==> config.mk <==
export PLATFORM = sky130hd
export DESIGN_NAME = uart_mem_loader
export DESIGN_NICKNAME = d
export VERILOG_FILES = /design/src/rtl/uart_mem_loader_pkg.sv /design/src/rtl/uart_mem_loader_sync_fifo.sv /design/src/rtl/uart_mem_loader.sv
export SDC_FILE = /design/constraint.sdc
export NUM_CORES = 1
export LEC_CHECK = 0
export BUFFER_PORTS_ARGS = -buffer_cell sky130_fd_sc_hd__buf_2
export CORE_ASPECT_RATIO = 1.2
export CORE_MARGIN = 10
export CORE_UTILIZATION = 40
export CTS_BUF_LIST = sky130_fd_sc_hd__clkbuf_2 sky130_fd_sc_hd__clkbuf_4 sky130_fd_sc_hd__clkbuf_8
export DETAILED_ROUTE_END_ITERATION = 8
export GPL_ROUTABILITY_DRIVEN = 0
export HOLD_SLACK_MARGIN = 0.08
export PLACE_DENSITY_LB_ADDON = 0.15
export SYNTH_ARGS = -nofsm -noshare
export SYNTH_HDL_FRONTEND = slang
export SYNTH_HIERARCHICAL = 1
export SYNTH_SLANG_ARGS = --single-unit
==> constraint.sdc <==
create_clock -name clk -period 5.11 [get_ports clk]
set_clock_uncertainty 0.05 [all_clocks]
set_input_delay 0.511 -clock clk [delete_from_list [all_inputs] [get_ports clk]]
set_output_delay 0.511 -clock clk [all_outputs]
set_load 0.005 [all_outputs]
==> src/rtl/uart_mem_loader_pkg.sv <==
// Shared constants for the UART program loader: loader states, memory split and word width.
package uart_mem_loader_pkg;

  localparam int unsigned IsaWidth      = 32;
  localparam int unsigned ImemWordsDflt = 16384;
  localparam int unsigned DmemWordsDflt = 16384;

  typedef enum logic [1:0] {
    LdIdle  = 2'd0,
    LdLoad  = 2'd1,
    LdDrain = 2'd2,
    LdDone  = 2'd3
  } loader_state_e;

endpackage

==> src/rtl/uart_mem_loader_sync_fifo.sv <==
// Small synchronous FIFO; a push while full is accepted only when a pop happens in the same cycle.
module uart_mem_loader_sync_fifo #(
  parameter int unsigned Width = 8,
  parameter int unsigned Depth = 4
) (
  input  logic             clk_i,
  input  logic             rst_i,
  input  logic             push_i,
  input  logic [Width-1:0] wdata_i,
  input  logic             pop_i,
  output logic [Width-1:0] rdata_o,
  output logic             full_o,
  output logic             empty_o
);

  localparam int unsigned PtrW = $clog2(Depth);
  localparam logic [PtrW:0] PtrOne = {{PtrW{1'b0}}, 1'b1};

  logic [Width-1:0] mem_q [Depth];
  logic [PtrW:0]    wptr_q, rptr_q;
  logic             do_push, do_pop;

  // Extra pointer bit distinguishes full from empty when the index bits match.
  assign empty_o = (wptr_q == rptr_q);
  assign full_o  = (wptr_q[PtrW] != rptr_q[PtrW]) &&
                   (wptr_q[PtrW-1:0] == rptr_q[PtrW-1:0]);
  assign do_pop  = pop_i && !empty_o;
  assign do_push = push_i && (!full_o || do_pop);
  assign rdata_o = mem_q[rptr_q[PtrW-1:0]];

  always_ff @(posedge clk_i) begin
    if (rst_i) begin
      wptr_q <= '0;
      rptr_q <= '0;
    end else begin
      if (do_push) wptr_q <= wptr_q + PtrOne;
      if (do_pop)  rptr_q <= rptr_q + PtrOne;
    end
  end

  always_ff @(posedge clk_i) begin
    if (do_push) mem_q[wptr_q[PtrW-1:0]] <= wdata_i;
  end

endmodule

==> src/rtl/uart_mem_loader.sv <==
// Buffers the debug unit's word stream and writes it into instruction or data memory,
// holding the CPU until the program is fully written.
module uart_mem_loader
  import uart_mem_loader_pkg::*;
#(
  parameter int unsigned DATA_WIDTH = IsaWidth,
  parameter int unsigned ADDR_WIDTH = 15,
  parameter int unsigned IMEM_WORDS = ImemWordsDflt,
  parameter int unsigned DMEM_WORDS = DmemWordsDflt,
  parameter int unsigned FIFO_DEPTH = 4
) (
  input  logic                  clk,
  input  logic                  rst,
  input  logic                  in_valid,
  input  logic [ADDR_WIDTH-1:0] in_addr,
  input  logic [DATA_WIDTH-1:0] in_data,
  input  logic                  in_done,
  input  logic                  mem_ready,
  output logic                  imem_we,
  output logic [ADDR_WIDTH-1:0] imem_addr,
  output logic                  dmem_we,
  output logic [ADDR_WIDTH-1:0] dmem_addr,
  output logic [DATA_WIDTH-1:0] mem_wdata,
  output logic                  cpu_hold,
  output logic                  load_done,
  output logic [ADDR_WIDTH:0]   word_count,
  output logic [DATA_WIDTH-1:0] checksum,
  output logic                  overflow_err,
  output logic                  range_err
);

  localparam int unsigned EntryW = ADDR_WIDTH + DATA_WIDTH;
  localparam logic [ADDR_WIDTH:0]   ImemLimit = (ADDR_WIDTH+1)'(IMEM_WORDS);
  localparam logic [ADDR_WIDTH:0]   DmemLimit = (ADDR_WIDTH+1)'(IMEM_WORDS + DMEM_WORDS);
  localparam logic [ADDR_WIDTH-1:0] DmemBase  = ADDR_WIDTH'(IMEM_WORDS);
  localparam logic [ADDR_WIDTH:0]   CountOne  = {{ADDR_WIDTH{1'b0}}, 1'b1};

  loader_state_e state_q, state_d;

  logic                  imem_we_q, dmem_we_q;
  logic [ADDR_WIDTH-1:0] imem_addr_q, dmem_addr_q;
  logic [DATA_WIDTH-1:0] wdata_q;
  logic [ADDR_WIDTH:0]   count_q;
  logic [DATA_WIDTH-1:0] sum_q;
  logic                  ovf_q, rng_q;

  logic                  fifo_full, fifo_empty, pop, drop, strobe;
  logic                  start_load, empty_load;
  logic [EntryW-1:0]     head;
  logic [ADDR_WIDTH-1:0] head_addr;
  logic [DATA_WIDTH-1:0] head_data;
  logic                  head_imem, head_dmem;

  uart_mem_loader_sync_fifo #(
    .Width (EntryW),
    .Depth (FIFO_DEPTH)
  ) u_fifo (
    .clk_i   (clk),
    .rst_i   (rst),
    .push_i  (in_valid),
    .wdata_i ({in_addr, in_data}),
    .pop_i   (pop),
    .rdata_o (head),
    .full_o  (fifo_full),
    .empty_o (fifo_empty)
  );

  assign pop       = !fifo_empty && mem_ready;
  assign drop      = in_valid && fifo_full && !pop;
  assign strobe    = imem_we_q || dmem_we_q;
  assign head_addr = head[DATA_WIDTH +: ADDR_WIDTH];
  assign head_data = head[DATA_WIDTH-1:0];
  assign head_imem = ({1'b0, head_addr} < ImemLimit);
  assign head_dmem = !head_imem && ({1'b0, head_addr} < DmemLimit);

  always_comb begin
    state_d    = state_q;
    start_load = 1'b0;
    empty_load = 1'b0;
    cpu_hold   = (state_q != LdIdle);
    load_done  = (state_q == LdDone);
    unique case (state_q)
      LdIdle: begin
        if (in_valid) begin
          state_d    = LdLoad;
          start_load = 1'b1;
        end else if (in_done) begin
          state_d    = LdDone;
          empty_load = 1'b1;
        end
      end
      LdLoad:  if (in_done) state_d = LdDrain;
      // A word strobed this cycle is not yet visible in the FIFO, so it also blocks completion.
      LdDrain: if (fifo_empty && !strobe && !in_valid) state_d = LdDone;
      LdDone:  state_d = LdIdle;
      default: state_d = LdIdle;
    endcase
  end

  always_ff @(posedge clk) begin
    if (rst) begin
      state_q     <= LdIdle;
      imem_we_q   <= 1'b0;
      dmem_we_q   <= 1'b0;
      imem_addr_q <= '0;
      dmem_addr_q <= '0;
      wdata_q     <= '0;
      count_q     <= '0;
      sum_q       <= '0;
      ovf_q       <= 1'b0;
      rng_q       <= 1'b0;
    end else begin
      state_q   <= state_d;
      imem_we_q <= pop && head_imem;
      dmem_we_q <= pop && head_dmem;
      if (pop && head_imem) begin
        imem_addr_q <= head_addr;
        wdata_q     <= head_data;
      end
      if (pop && head_dmem) begin
        dmem_addr_q <= head_addr - DmemBase;
        wdata_q     <= head_data;
      end

      // A new load (or an empty program) restarts the accounting; clearing wins.
      if (start_load || empty_load) begin
        count_q <= '0;
        sum_q   <= '0;
      end else if (strobe) begin
        if (count_q != '1) count_q <= count_q + CountOne;
        sum_q <= sum_q + wdata_q;
      end

      if (start_load) begin
        ovf_q <= 1'b0;
        rng_q <= 1'b0;
      end else begin
        if (drop) ovf_q <= 1'b1;
        if (pop && !head_imem && !head_dmem) rng_q <= 1'b1;
      end
    end
  end

  assign imem_we      = imem_we_q;
  assign dmem_we      = dmem_we_q;
  assign imem_addr    = imem_addr_q;
  assign dmem_addr    = dmem_addr_q;
  assign mem_wdata    = wdata_q;
  assign word_count   = count_q;
  assign checksum     = sum_q;
  assign overflow_err = ovf_q;
  assign range_err    = rng_q;

endmodule
Word-level counts from Yosys, hierarchy flattened
Memory sizes are Yosys's and may differ from the RTL's. A register that Yosys moved wholly into a read port is not among the register bits.
Index checks and enable logic that the tools add are counted.
{ "word_totals": {"reg_bits": 122, "mem_bits_rw": 188, "inputBits": 52, "elab_cells": 72, "memories": 1} }
{ "op_classes": {"add_sub_neg": 5, "order_cmp": 1, "eq_ne": 10, "mux": 16, "n_reduce_logical": 27} }
{ "memory_table": {"columns": ["name", "words", "width", "rd", "rd_ports_with_merged_regs", "wr", "line_no", "text"], "rows": [
  ["u_fifo.mem_q", 4, 47, 1, 1, 1, "uart_mem_loader_sync_fifo.sv:19", "logic [Width-1:0] mem_q [Depth];"]
]} }
{ "ops": {"columns": ["op", "n"], "rows": [
  ["$mux W32", 2],
  ["$add A32 B32 Y32", 1],
  ["$add A16 B1 Y16 const B", 1],
  ["$ne A16 B16 Y1 const B", 1],
  ["$lt A15 B15 Y1 const B", 1],
  ["$sub A15 B15 Y15 const B", 1],
  ["$mux W2", 6],
  ["$logic_and A1 B1 Y1", 11],
  ["$pmux W2 S4", 1],
  ["$mux W1", 7],
  ["$add A3 B1 Y3 const B", 2],
  ["$logic_not A1 Y1", 6],
  ["$eq A2 B2 Y1 const B", 2],
  ["$ne A2 B2 Y1 const B", 2],
  ["$reduce_bool A2 Y1", 2],
  ["$reduce_or A2 Y1", 2],
  ["$eq A3 B3 Y1", 1],
  ["$logic_or A1 B1 Y1", 3],
  ["$ne A3 B3 Y1 const B", 1],
  ["$reduce_and A3 Y1", 1],
  ["$eq A2 B1 Y1 const B", 1],
  ["$eq A2 B2 Y1", 1],
  ["$logic_not A2 Y1", 1],
  ["$reduce_and A2 Y1", 1],
  ["$ne A1 B1 Y1", 1]
]} }

Logic depth before layout (Yosys ltp)
{ "logic_depth": {"ltp_word": 8, "ltp_mapped": 11} }

Modules after synthesis
Netlist, hierarchy kept.
{ "modules_own_cells": {"columns": ["mod", "instances", "cells_per_inst", "area_each_um2", "seq_area_each_um2"], "rows": [
  ["uart_mem_loader_sync_fifo", 1, 300, 7310.8, 5805.6],
  ["uart_mem_loader", 1, 750, 5903.2, 2322.2]
]} }

Least setup slack after synthesis
No wires, ideal clock.
{ "synth_path": {"path_type": "register to register", "from": "register u_fifo.wptr_q[1]", "to": "register u_fifo.wptr_q[2]", "setup_time_ns": 0.128, "arrival_ns": 3.402, "path_slack_ns": 1.530, "path_stages_with_launch": 11, "path_buffers": 2, "period_less_slack_ns": 3.580, "path_cell_list": "dfxtp_1 -> xnor2_2 -> nand2_1 -> nor2_1 -> nand2b_1 -> clkbuf_1 -> clkinv_1 -> buf_1 -> inv_1 -> a41oi_2 -> mux2_1"} }
{ "synth_via": {"elab_chain_cells": 6, "word_cells_on_any_way": 10, "classes_between": "add/sub: 1; eq/ne: 2; reduce/logical: 7"} }
{ "synth_lines": {"columns": ["element", "line_no", "text"], "rows": [
  ["from (decl)", "uart_mem_loader_sync_fifo.sv:20", "logic [PtrW:0] wptr_q, rptr_q;"],
  ["from (signal assigned)", "uart_mem_loader_sync_fifo.sv:36", "if (do_push) wptr_q <= wptr_q + PtrOne;"],
  ["$eq A3 B3 Y1", "uart_mem_loader_sync_fifo.sv:24", "assign empty_o = (wptr_q == rptr_q);"],
  ["named net fifo_empty", "uart_mem_loader.sv:47", "logic fifo_full, fifo_empty, pop, drop, strobe;"],
  ["$logic_not A1 Y1", "uart_mem_loader.sv:68", "assign pop = !fifo_empty && mem_ready;"],
  ["$logic_and A1 B1 Y1", "uart_mem_loader.sv:68", null],
  ["named net pop", "uart_mem_loader.sv:47", null],
  ["$logic_and A1 B1 Y1", "uart_mem_loader_sync_fifo.sv:27", "assign do_pop = pop_i && !empty_o;"],
  ["$logic_or A1 B1 Y1", "uart_mem_loader_sync_fifo.sv:28", "assign do_push = push_i && (!full_o || do_pop);"],
  ["$logic_and A1 B1 Y1", "uart_mem_loader_sync_fifo.sv:28", null]
]} }
The timed path passes the listed nets, and every way through them passes these cells.
A chain may end at the register's enable or synchronous reset.

Worst setup path in the final report
{ "layout_path": {"from": "register u_fifo.rptr_q[2]", "to": "memory u_fifo/mem_q[0][19] (netlist name) (enable)"} }
{ "layout_via": {"elab_chain_cells": 8, "word_cells_on_any_way": 11, "classes_between": "eq/ne: 2; mux: 2; reduce/logical: 7"} }
{ "layout_lines": {"columns": ["element", "line_no", "text"], "rows": [
  ["from (decl)", "uart_mem_loader_sync_fifo.sv:20", null],
  ["from (signal assigned)", "uart_mem_loader_sync_fifo.sv:37", "if (do_pop) rptr_q <= rptr_q + PtrOne;"],
  ["$eq A3 B3 Y1 (*)", "uart_mem_loader_sync_fifo.sv:24", null],
  ["named net fifo_empty", "uart_mem_loader.sv:47", null],
  ["$logic_not A1 Y1 (*)", "uart_mem_loader_sync_fifo.sv:27, uart_mem_loader.sv:68", null],
  ["$logic_and A1 B1 Y1", "uart_mem_loader.sv:68", null],
  ["$logic_and A1 B1 Y1 (*)", "uart_mem_loader_sync_fifo.sv:27", null],
  ["$logic_or A1 B1 Y1 (*)", "uart_mem_loader_sync_fifo.sv:28", null],
  ["$logic_and A1 B1 Y1 (*)", "uart_mem_loader_sync_fifo.sv:28", null],
  ["$mux W1 (*)", "uart_mem_loader_sync_fifo.sv:42", "if (do_push) mem_q[wptr_q[PtrW-1:0]] <= wdata_i;"],
  ["$mux W1 (implied by the code) (*)", "uart_mem_loader_sync_fifo.sv:42", null],
  ["to (decl)", "uart_mem_loader_sync_fifo.sv:19", null]
]} }
Mark *: on every way through the listed nets, which the timed path passes. The rest lies on a longest branch.

==> metrics.txt <==
# TYPE chip_impl_metric gauge
chip_impl_metric{name="via_count_of_the_first_global_routing_pass",unit=""} 9315
chip_impl_metric{name="io_buffer_count",unit=""} 167
chip_impl_metric{name="num_vias",unit=""} 9023
chip_impl_metric{name="power.share.sequential",unit=""} 0.492
chip_impl_metric{name="cellPowerDensity",unit="nW/µm²"} 372.7
chip_impl_metric{name="synth-edff-count",unit=""} 188
chip_impl_metric{name="final-setup-viol-count",unit=""} 0
chip_impl_metric{name="placeableCoreArea",unit="µm²"} 32430
chip_impl_metric{name="sequential_cell_area",unit="µm²"} 8133
chip_impl_info{name="tritoncts",value="done"} 1
chip_impl_metric{name="grt_antenna_before_repair",unit=""} 0
chip_impl_metric{name="post-route-drc-count",unit=""} 0
chip_impl_metric{name="h-tree-depth",unit=""} 2
chip_impl_metric{name="die-area",unit="µm²"} 40740
chip_impl_metric{name="power.internal",unit="W"} 0.004328
chip_impl_metric{name="syn_nets",unit=""} 1144
chip_impl_metric{name="cts_made_buffers",unit=""} 50
chip_impl_info{name="layout.cells.most_common",value="sky130_fd_sc_hd__edfxtp_1"} 1
chip_impl_metric{name="dp.final_hpwl",unit="mm"} 23.14
chip_impl_metric{name="drt.antenna.violating_nets",unit=""} 0
chip_impl_metric{name="synth_sequential_area_ratio",unit=""} 0.6151
chip_impl_metric{name="drt_first_iter_violations",unit=""} 474
chip_impl_metric{name="drv_slew",unit=""} 0
chip_impl_metric{name="maximum_cell_stage_delay_along_the_critical_path",unit="ns"} 0.88
chip_impl_info{name="unrepaired_setup_endpoints_after_global_routing",value="no"} 1
chip_impl_metric{name="synthDistinctLibCells",unit=""} 65
chip_impl_metric{name="number_of_detailed_route_iterations_in_the_first_pass",unit=""} 5
chip_impl_metric{name="ant_cells",unit=""} 0
chip_impl_metric{name="switchingPower",unit="W"} 0.001589
chip_impl_metric{name="critPathRequiredTime",unit="ns"} 5.32
chip_impl_metric{name="post-route-min-period",unit="ns"} 3.135
chip_impl_metric{name="drv_cap",unit=""} 0
chip_impl_metric{name="design.final.nets",unit=""} 1363
chip_impl_metric{name="area_delta_synth_final",unit="%"} 20.15
chip_impl_metric{name="fin_setup_tns",unit="ns"} 0
chip_impl_metric{name="pin_count_of_the_biggest_net_entering_global_routing",unit=""} 83
chip_impl_metric{name="num_io_pins",unit=""} 168
chip_impl_metric{name="final_min_period_over_clock_period",unit=""} 0.6135
chip_impl_metric{name="timing.fmax",unit="GHz"} 0.3190
chip_impl_metric{name="placementRows",unit=""} 72
chip_impl_metric{name="max_slew.worst_pin.slew",unit="ns"} 1.079
chip_impl_metric{name="clk_pin_slew",unit="ns"} 0.06
chip_impl_metric{name="cts.repair.resized",unit=""} 0
chip_impl_metric{name="critical_path.n_buffers_inverters",unit=""} 3
chip_impl_info{name="path_delay_family",value="simple AND/OR/NAND/NOR gates"} 1
chip_impl_metric{name="start_util",unit=""} 0.4074
chip_impl_metric{name="post-route-worst-setup-slack",unit="ns"} 1.975
chip_impl_metric{name="irDropWorstVdd",unit="V"} 0.0001868
chip_impl_metric{name="clock_path_buffers",unit=""} 3
chip_impl_metric{name="slew_headroom",unit=""} 0.2791
chip_impl_info{name="result_of_the_run",value="complete, no violations"} 1
chip_impl_info{name="startpoint_type",value="flop"} 1
chip_impl_metric{name="route.final.wire_length",unit="mm"} 34.71
chip_impl_metric{name="ys.warnings.count",unit=""} 6
chip_impl_metric{name="pre_cts_ws",unit="ns"} 1.963
chip_impl_metric{name="dieHeight",unit="µm"} 219.1
chip_impl_metric{name="grt.overflow.total",unit=""} 0
chip_impl_metric{name="share_of_cells_above_drive_strength_1",unit=""} 0.2534
chip_impl_metric{name="timing.critical_path.fanout_max",unit=""} 33
chip_impl_metric{name="clkSinkCount",unit=""} 312
chip_impl_info{name="worstSetupEndpointType",value="flop"} 1
chip_impl_metric{name="syn_area",unit="µm²"} 13210
chip_impl_metric{name="async_flop_share",unit=""} 0
chip_impl_metric{name="hold_violations",unit=""} 0
chip_impl_metric{name="clk-insertion-delay-late",unit="ns"} 0.60
chip_impl_metric{name="pwr-share-comb",unit=""} 0.143
chip_impl_info{name="final_cell_mix",value="sky130_fd_sc_hd__edfxtp_1, sky130_fd_sc_hd__nand2_1, sky130_fd_sc_hd__buf_2"} 1
chip_impl_info{name="synthFlopType",value="sky130_fd_sc_hd__edfxtp_1"} 1
chip_impl_metric{name="synthCells",unit=""} 1050
chip_impl_metric{name="multiInputGateArea",unit="µm²"} 4845
chip_impl_metric{name="grt_first_pass_wirelength",unit="mm"} 53.63
chip_impl_metric{name="wl_cell",unit="µm"} 20.21
chip_impl_metric{name="synthesized_area_per_cell",unit="µm²"} 12.58
chip_impl_info{name="hold_path_class",value="primary input to flop"} 1
chip_impl_metric{name="p_sw_frac",unit=""} 0.2685
chip_impl_info{name="cpMaxStageDelayCell",value="sky130_fd_sc_hd__and2_2"} 1
chip_impl_metric{name="synth-seq-cells",unit=""} 312
chip_impl_metric{name="vias_per_cell",unit=""} 5.255
chip_impl_info{name="worst-setup-path-type",value="flop to flop"} 1
chip_impl_metric{name="global_route.usage.total",unit=""} 0.1700
chip_impl_metric{name="power.leakage",unit="nW"} 6.106
chip_impl_metric{name="postCtsSetupRepairBufs",unit=""} 0
chip_impl_metric{name="fill_cells",unit=""} 2977
chip_impl_info{name="cts_root_buf",value="sky130_fd_sc_hd__clkbuf_8"} 1
chip_impl_info{name="sequence_of_cells_on_the_critical_path",value="xor2_2 > nor2_1 > nand2b_1 > clkinv_1 > inv_1 > a41oi_2 > and2_2 > buf_4"} 1
chip_impl_metric{name="p_clk_frac",unit=""} 0.365
chip_impl_metric{name="hold_buffers",unit=""} 37
chip_impl_metric{name="chip_width",unit="µm"} 185.9
chip_impl_metric{name="crit_arrival",unit="ns"} 3.34
## cells in the mapped netlist (4+ instances only)
cell / n / area, µm²
sky130_fd_sc_hd__o211ai_1: 4 / 30.03
sky130_fd_sc_hd__a211oi_1: 7 / 52.55
sky130_fd_sc_hd__nor2_1: 50 / 187.7
sky130_fd_sc_hd__nand4_1: 12 / 75.07
sky130_fd_sc_hd__and4_1: 7 / 61.31
sky130_fd_sc_hd__o21a_1: 5 / 37.54
sky130_fd_sc_hd__nand3_1: 20 / 100.1
sky130_fd_sc_hd__and3_1: 8 / 50.05
sky130_fd_sc_hd__o21ai_0: 25 / 125.1
sky130_fd_sc_hd__nor2b_1: 6 / 37.54
sky130_fd_sc_hd__dfxtp_1: 124 / 2482
sky130_fd_sc_hd__or3_1: 7 / 43.79
sky130_fd_sc_hd__clkbuf_1: 37 / 138.9
sky130_fd_sc_hd__ha_1: 41 / 513.0
sky130_fd_sc_hd__buf_4: 4 / 30.03
sky130_fd_sc_hd__nor3_1: 7 / 35.03
sky130_fd_sc_hd__buf_2: 4 / 20.02
sky130_fd_sc_hd__mux2i_1: 7 / 70.07
sky130_fd_sc_hd__a21oi_1: 109 / 545.5
sky130_fd_sc_hd__mux4_2: 47 / 1059
sky130_fd_sc_hd__a31oi_1: 11 / 68.82
sky130_fd_sc_hd__xor2_1: 22 / 192.7
sky130_fd_sc_hd__buf_1: 6 / 22.52
sky130_fd_sc_hd__a21o_1: 19 / 142.6
sky130_fd_sc_hd__xnor2_1: 12 / 105.1
sky130_fd_sc_hd__and2_1: 8 / 50.05
sky130_fd_sc_hd__inv_1: 13 / 48.80
sky130_fd_sc_hd__nand2_1: 179 / 671.9
sky130_fd_sc_hd__nand2b_1: 10 / 62.56
sky130_fd_sc_hd__edfxtp_1: 188 / 5645
## power groups by stage
stage	Combinational, W	Sequential [W]	Clock [W]
2_1_floorplan	0.000530	0.00294	0
3_3_place_gp	0.000827	0.00296	0
3_5_place_dp	0.000836	0.00296	0
4_1_cts	0.000864	0.00291	0.00223
5_1_grt	0.000943	0.00292	0.00233
6_report	0.000846	0.00291	0.00216
## stage by stage
stage	util	instance area [µm²]	hold slack (ns)	total power (W)	std cells
2_1_floorplan	-	13210	0.4027	0.003473	1050
3_5_place_dp	0.4463	14470	0.3923	0.003801	1586
3_3_place_gp	0.4463	14470	0.3869	0.003788	1586
4_1_cts	0.4892	15870	0.08070	0.006002	1716
6_report	0.4895	15880	0.1131	0.005917	1717
5_1_grt	0.4895	15880	0.08487	0.006200	1717
## kinds of logic after synthesis
group                    count (synthesis)  share of synthesized area
AND/OR/NAND/NOR                        331                     0.1139
flip-flops                             312                     0.6151
AO/OA/AOI/OAI                          205                    0.09535
buffers and inverters                   65                    0.01998
multiplexers                            58                    0.08910
adder cells (fa/ha/maj)                 42                    0.04034
XOR/XNOR                                37                    0.02623
## worst paths after layout
kind	from	endpoint	slack (ns)	cells after the start
worst max register to register	u_fifo/rptr_q[2]	u_fifo/mem_q[0][19]	1.98	8
worst min-delay path	in_data[22]	u_fifo/mem_q[1][22]	0.11	1
worst min register to register	range_err	range_err	0.40	1
worst max-delay path	u_fifo/rptr_q[2]	u_fifo/mem_q[0][19]	1.98	8
## state kept, by name, summed over array words and instances, names as in the netlist, named ones only
signal and flops:
range_err 1, dmem_addr 15, u_fifo/mem_q 188, imem_addr 15, checksum 32, dmem_we 1, state_q 2, imem_we 1
word_count 16, mem_wdata 32, u_fifo/rptr_q 3, u_fifo/wptr_q 3, overflow_err 1
## worst reg2reg max path: stages (launching register included)
cell	delay (ns)
sky130_fd_sc_hd__dfxtp_1	0.43
sky130_fd_sc_hd__xor2_2	0.30
sky130_fd_sc_hd__nor2_1	0.11
sky130_fd_sc_hd__nand2b_1	0.17
sky130_fd_sc_hd__clkinv_1	0.06
sky130_fd_sc_hd__inv_1	0.10
sky130_fd_sc_hd__a41oi_2	0.29
sky130_fd_sc_hd__and2_2	0.88
sky130_fd_sc_hd__buf_4	0.43
## metal layers
layer	vias up	routed length [µm]	track usage	share of wire
met5	-	0	0	0
met4	0	763	0.05113	0.022
met3	49	1724	0.03653	0.050
met2	218	17480	0.2925	0.50
met1	4418	14730	0.2090	0.42
li1	4338	-	-	-
## final cells by class
class | count | area share
clock inverters | 21 | 0.007960
multi-input cells | 673 | 0.3051
inverters | 14 | 0.003310
repair buffers | 218 | 0.08275
flip-flops and latches | 312 | 0.5123
clock buffers | 72 | 0.05651
well taps | 407 | 0.03207
Note: power is estimated with default switching activity, not from simulation.
